**src/rtl/fft_ctrl_pkg.sv**
```systemverilog
// Shared control constants and state encoding for the FFT stage sequencer
// and the datapath mux-select decoder that consumes counter/stage_num.
package fft_ctrl_pkg;

   localparam int N_POINTS = 32;
   localparam int CNT_W    = 6;
   localparam int STAGE_W  = 3;

   localparam logic [STAGE_W-1:0] STAGE_LOAD   = 3'd0;
   localparam logic [STAGE_W-1:0] STAGE_UNLOAD = 3'd7;
   localparam logic [STAGE_W-1:0] LAST_PASS    = 3'd6;

   localparam logic [CNT_W-1:0] LOAD_LAST = CNT_W'(N_POINTS - 1);
   localparam logic [CNT_W-1:0] PASS_LAST = {CNT_W{1'b1}};

   typedef enum logic [2:0] {
      S_IDLE,
      S_LOAD,
      S_COMPUTE,
      S_UNLOAD,
      S_DONE
   } seq_state_t;

   // Terminal count of the phase counter: full natural wrap during compute,
   // one transform's worth of samples during load/unload.
   function automatic logic [CNT_W-1:0] phase_last(input seq_state_t s);
      return (s == S_COMPUTE) ? PASS_LAST : LOAD_LAST;
   endfunction

endpackage

```
**src/rtl/stage_counter.sv**
```systemverilog
// Enable-gated phase counter with synchronous clear and a programmable
// terminal value; wraps to zero on an enabled cycle at terminal count.
module stage_counter
   import fft_ctrl_pkg::*;
(
   input  logic             clk,
   input  logic             rst_n,
   input  logic             clear,
   input  logic             en,
   input  logic [CNT_W-1:0] last,
   output logic [CNT_W-1:0] count,
   output logic             tc
);

   assign tc = (count == last);

   // NOTE: registers are written with <= so every flop samples the
   // pre-edge values; blocking = here would create order-dependent races.
   always_ff @(posedge clk) begin
      if (!rst_n || clear) begin
         count <= '0;
      end else if (en) begin
         count <= tc ? '0 : count + CNT_W'(1);
      end
   end

endmodule

```
**src/rtl/fft_stage_sequencer.sv**
```systemverilog
// Load / compute / unload sequencer for a 32-point FFT; drives the
// registered counter and stage_num buses to the datapath mux decoder.
module fft_stage_sequencer
   import fft_ctrl_pkg::*;
(
   input  logic               clk,
   input  logic               rst_n,
   input  logic               start,
   input  logic               in_valid,
   output logic               in_ready,
   input  logic               out_ready,
   output logic               out_valid,
   output logic [CNT_W-1:0]   counter,
   output logic [STAGE_W-1:0] stage_num,
   output logic               busy,
   output logic               done
);

   seq_state_t       state;
   logic             xfer_in;
   logic             xfer_out;
   logic             cnt_en;
   logic             cnt_tc;
   logic [CNT_W-1:0] cnt_last;

   assign xfer_in  = (state == S_LOAD)   && in_valid  && in_ready;
   assign xfer_out = (state == S_UNLOAD) && out_valid && out_ready;
   assign cnt_last = phase_last(state);

   // NOTE: cnt_en gets a default before the case so no path leaves it
   // unassigned, which would otherwise infer a latch.
   always_comb begin
      cnt_en = 1'b0;
      unique case (state)
         S_LOAD:    cnt_en = xfer_in;
         S_COMPUTE: cnt_en = 1'b1;
         S_UNLOAD:  cnt_en = xfer_out;
         default:   cnt_en = 1'b0;
      endcase
   end

   stage_counter u_stage_counter (
      .clk   (clk),
      .rst_n (rst_n),
      .clear (state == S_IDLE),
      .en    (cnt_en),
      .last  (cnt_last),
      .count (counter),
      .tc    (cnt_tc)
   );

   // Every status output is set on the edge that enters its state, so the
   // decoder and controller only ever see flop outputs.
   always_ff @(posedge clk) begin
      if (!rst_n) begin
         state     <= S_IDLE;
         stage_num <= STAGE_LOAD;
         in_ready  <= 1'b0;
         out_valid <= 1'b0;
         busy      <= 1'b0;
         done      <= 1'b0;
      end else begin
         unique case (state)
            S_IDLE: begin
               done <= 1'b0;
               if (start) begin
                  state     <= S_LOAD;
                  stage_num <= STAGE_LOAD;
                  in_ready  <= 1'b1;
                  busy      <= 1'b1;
               end
            end
            S_LOAD: begin
               if (xfer_in && cnt_tc) begin
                  state     <= S_COMPUTE;
                  stage_num <= STAGE_W'(1);
                  in_ready  <= 1'b0;
               end
            end
            S_COMPUTE: begin
               if (cnt_tc) begin
                  if (stage_num == LAST_PASS) begin
                     state     <= S_UNLOAD;
                     stage_num <= STAGE_UNLOAD;
                     out_valid <= 1'b1;
                  end else begin
                     stage_num <= stage_num + STAGE_W'(1);
                  end
               end
            end
            S_UNLOAD: begin
               if (xfer_out && cnt_tc) begin
                  state     <= S_DONE;
                  stage_num <= STAGE_LOAD;
                  out_valid <= 1'b0;
                  busy      <= 1'b0;
                  done      <= 1'b1;
               end
            end
            S_DONE: begin
               state <= S_IDLE;
               done  <= 1'b0;
            end
            default: begin
               state     <= S_IDLE;
               stage_num <= STAGE_LOAD;
               in_ready  <= 1'b0;
               out_valid <= 1'b0;
               busy      <= 1'b0;
               done      <= 1'b0;
            end
         endcase
      end
   end

endmodule

```
**config.mk**
```make
export PLATFORM = sky130hd
export DESIGN_NAME = fft_stage_sequencer
export DESIGN_NICKNAME = d
export VERILOG_FILES = /design/src/rtl/fft_ctrl_pkg.sv /design/src/rtl/stage_counter.sv /design/src/rtl/fft_stage_sequencer.sv
export SDC_FILE = /design/constraint.sdc
export NUM_CORES = 1
export LEC_CHECK = 0
export CORE_UTILIZATION = 45
export CTS_BUF_LIST = sky130_fd_sc_hd__clkbuf_4
export DETAILED_ROUTE_END_ITERATION = 10
export HOLD_SLACK_MARGIN = 0.15
export PLACE_DENSITY = 0.71
export SLEW_MARGIN = 20
export SYNTH_ARGS = -nofsm -noshare
export SYNTH_HDL_FRONTEND = slang
export SYNTH_HIERARCHICAL = 1
export SYNTH_SLANG_ARGS = --single-unit
```
**constraint.sdc**
```tcl
create_clock -name clk -period 5 [get_ports clk]
set_input_delay 1.25 -clock clk [delete_from_list [all_inputs] [get_ports clk]]
set_output_delay 1.25 -clock clk [all_outputs]
set_load 0.005 [all_outputs]
```
==> summary.txt <==
Run status
  – Status: completed

Timing
  – Final Max Tran Viols: 0
  – Unrepaired setup endpoints after global routing: no
  – Min cycle time layout: 2662 ps
  – Post-Route Skew: 1.945 ps
  – Final worst-path cycle share: 53.23%
  – Final setup TNS: 0 ps
  – Max frequency: 375.7 MHz
  – Final count of hold timing violations: 0
  – Final setup fails: 0
  – Post-route worst setup slack: 2338 ps

Synth
  – Cell area after synthesis: 944.7 sq um
  – Mean Syn Cell Area: 8.286 sq um
  – Syn. warnings: 6
  – Netlist cell types: 39
  – Seq/Total Area, Yosys: 33.91%
  – Synth Instances: 114
  – Register bit count reported by yosys: 16

Global routing
  – Initial antenna violation count: 0
  – M3 GR Usage: 6.038%
  – Met1 Use GR: 24.31%
  – Total track usage: 21.46%
  – Grt met2 use: 38.38%
  – Total global routing overflow: 0
  – GRT busiest layer: met2
  – Vias in the first global route: 764
  – Pin count of the biggest net entering global routing: 15
  – First-pass GRT wire length: 3.325 mm

Pwr
  – Sw Ratio: 25.78%
  – Clock Power Share: 29.3%
  – Worst vdd ir: 0.1445 mV
  – Sequential power share: 57.3%
  – Sw Pwr: 61.00 uW
  – Comb pwr share: 13.4%
  – P per Cell Area: 204.2 nW/um^2
  – Int Pwr: 175.6 uW
  – Leak: 0.0004117 uW

Routing
  – Antenna Nets Post-Route: 0
  – Initial DRT Pass Iterations: 4
  – WL per Instance: 12.66 um
  – Initial drt markers: 12
  – Vias per cell: 5.354
  – Remaining DRCs: 0
  – Total vias in the final route: 862
  – DRT Wirelength: 2.039 mm

Hold path
  – Worst Hold Class: reg -> reg

Floorplan
  – # rows: 16
  – Die area: 2286 sq um
  – Chip Width: 47.82 um
  – Chip Height: 47.82 um
  – I/O pins: 18
  – Initial Util: 48.15%
  – Core Box Area: 1962 sq um

CTS
  – TritonCTS Sinks: 16
  – PostCTS Resize Cnt: 0
  – Number of setup buffers added after CTS: 0
  – Reg clk slew, reported paths: 90 ps
  – Later-pin clock latency in the skew report: 280 ps
  – Root Buffer: clkbuf_4
  – CTS H-tree depth: 1
  – CTS max path bufs: 2
  – Post-CTS Hold Fix Bufs: 0
  – Number of CTS-inserted buffers: 3
  – TritonCTS clock tree: built

Worst setup path
  – Crit-path most repeated cell: nor2_1
  – CP delay by family, top: simple AND/OR/NAND/NOR gates
  – Startpoint types: primary input
  – Critical path fanouts, max: 6
  – Buf/Inv on CP: 1
  – Critical path endpoint category: flip-flop
  – WP data required: 5180 ps
  – Critical-path cell list: clkdlybuf4s50_1 > nand2_1 > nand2_1 > a32oi_1 > nor2_1 > nand4_1 > nor2_1 > xnor2_1 > nor2_1
  – CP Data Arrival Time: 2840 ps
  – Critical path class: in -> reg
  – Slowest cell on crit path: clkdlybuf4s50_1
  – Crit-path max cell delay: 470 ps

Cells and area
  – Total area of sequential cells: 320.3 sq um
  – Fill count: 209
  – Nets: 143
  – Footprint of the multi-input gates: 600.6 sq um
  – Layout cells sized above 1: 5.224%
  – Area delta synth->final: 22.65%
  – N_diodes: 0

Placement
  – Setup slack after placement: 2055 ps
  – I/O Buffers: 17
  – DP HPWL: 1.512 mm
  – GPL Wtd Cong: 0.7935

Flow run
  – Max Cap Viol: 0
-- cell usage in the layout, fill, tap and decap left out, drive strengths merged, types with 2 or more instances in the layout --
| master | count |
|---|---|
| inv | 2 |
| dfxtp | 16 |
| clkbuf | 3 |
| mux2i | 2 |
| and3 | 3 |
| xor2 | 3 |
| nand3b | 3 |
| nor2 | 15 |
| clkdlybuf4s50 | 17 |
| nand4 | 4 |
| xnor2 | 8 |
| nand2 | 11 |
| o21ai | 5 |
| a21oi | 5 |
| conb | 5 |
| ha | 3 |
| nor2b | 2 |
| nor3 | 2 |
| nand3 | 3 |
| o21a | 2 |
| nand2b | 4 |
-- final timing paths --
check	end	cells after the start	slack [ps]	from
worst max register to register	stage_num[1]	8	2490	state[1]
worst min-delay path	done	2	490	done
worst max-delay path	u_stage_counter/count[5]	9	2340	out_ready
worst min register to register	done	2	490	done
-- metal layers --
metal | vias to the layer above | routed length, um | share of wire (%)
met1 | 412 | 889 | 44
met5 | - | 0 | 0
met4 | 0 | 13 | 0.64
met2 | 11 | 1068 | 52
met3 | 2 | 67 | 3.3
li1 | 437 | - | -
-- cell families after synthesis --
family	synth area share, %
flip-flops	33.91
adder cells (fa/ha/maj)	3.974
buffers and inverters	4.105
AND/OR/NAND/NOR	28.48
multiplexers	2.119
other	0.3970
AO/OA/AOI/OAI	16.82
XOR/XNOR	10.20
-- through the flow --
| step | cells | utilization (%) | total power [uW] | cell area [sq um] | hold WS [ps] |
|---|---|---|---|---|---|
| 2_1_floorplan | 118 | - | 158.4 | 959.7 | 470.4 |
| 3_3_place_gp | 157 | 57.72 | 169.0 | 1132 | 468.0 |
| 3_5_place_dp | 157 | 57.72 | 170.0 | 1132 | 476.8 |
| 4_1_cts | 161 | 59.06 | 239.8 | 1159 | 493.4 |
| 5_1_grt | 161 | 59.06 | 248.1 | 1159 | 522.0 |
| 6_report | 161 | 59.06 | 236.6 | 1159 | 491.3 |
-- Yosys cell counts --
cell / n / area [sq um]
o21ai_2: 1 / 8.760
o21ai_0: 4 / 20.02
nand3b_1: 3 / 22.52
inv_1: 2 / 7.510
nor4_1: 1 / 6.260
conb_1: 1 / 3.750
nor3_1: 2 / 10.01
buf_4: 3 / 22.52
nand3_1: 3 / 15.01
a32oi_1: 1 / 8.760
a21oi_1: 5 / 25.02
nor4b_1: 1 / 8.760
nand2_1: 11 / 41.29
nand2b_1: 4 / 25.02
a21boi_1: 1 / 7.510
or2_1: 1 / 6.260
o211ai_1: 1 / 7.510
nand4_1: 4 / 25.02
a2bb2oi_1: 1 / 8.760
a21o_1: 1 / 7.510
clkbuf_1: 1 / 3.750
and3_1: 3 / 18.77
nor2b_1: 2 / 12.51
a22oi_1: 1 / 7.510
o32ai_2: 1 / 16.27
ha_1: 3 / 37.54
o21a_1: 2 / 15.01
dfxtp_1: 16 / 320.3
nor3b_2: 1 / 12.51
nor2_1: 14 / 52.55
and2_1: 1 / 6.260
xnor2_1: 8 / 70.07
o41ai_1: 1 / 8.760
xor2_1: 3 / 26.28
o311ai_1: 1 / 8.760
nor2_2: 1 / 6.260
buf_2: 1 / 5.000
o31a_1: 1 / 8.760
mux2i_1: 2 / 20.02
-- cell type report --
| class | count | share of cell area (%) |
|---|---|---|
| multi-input cells | 95 | 51.84 |
| clock buffers | 3 | 1.944 |
| well taps | 27 | 2.916 |
| clock inverters | 1 | 0.3240 |
| inverters | 2 | 0.6479 |
| flip-flops and latches | 16 | 27.65 |
| repair buffers | 17 | 14.69 |
-- sequential cells by signal, indices dropped and copies added (netlist names) --
| name | cells |
|---|---|
| u_stage_counter/count | 6 |
| in_ready | 1 |
| done | 1 |
| state | 3 |
| out_valid | 1 |
| busy | 1 |
| stage_num | 3 |
-- tightest hold or removal path, cell delays in order, from the launching register on --
cell     delay (ps)
dfxtp_1         320
o21ai_0          70
a21oi_1          60
-- power by group through the flow --
stage | combinational [uW] | clock, uW | sequential (uW)
after floorplan | 22.1 | 0 | 136
after global placement | 30.8 | 0 | 138
after detailed placement | 31.6 | 0 | 138
after CTS | 31.7 | 72.6 | 135
after global routing | 34.7 | 77.0 | 136
final | 31.6 | 69.4 | 136
Power figures use the tool's default switching activity.
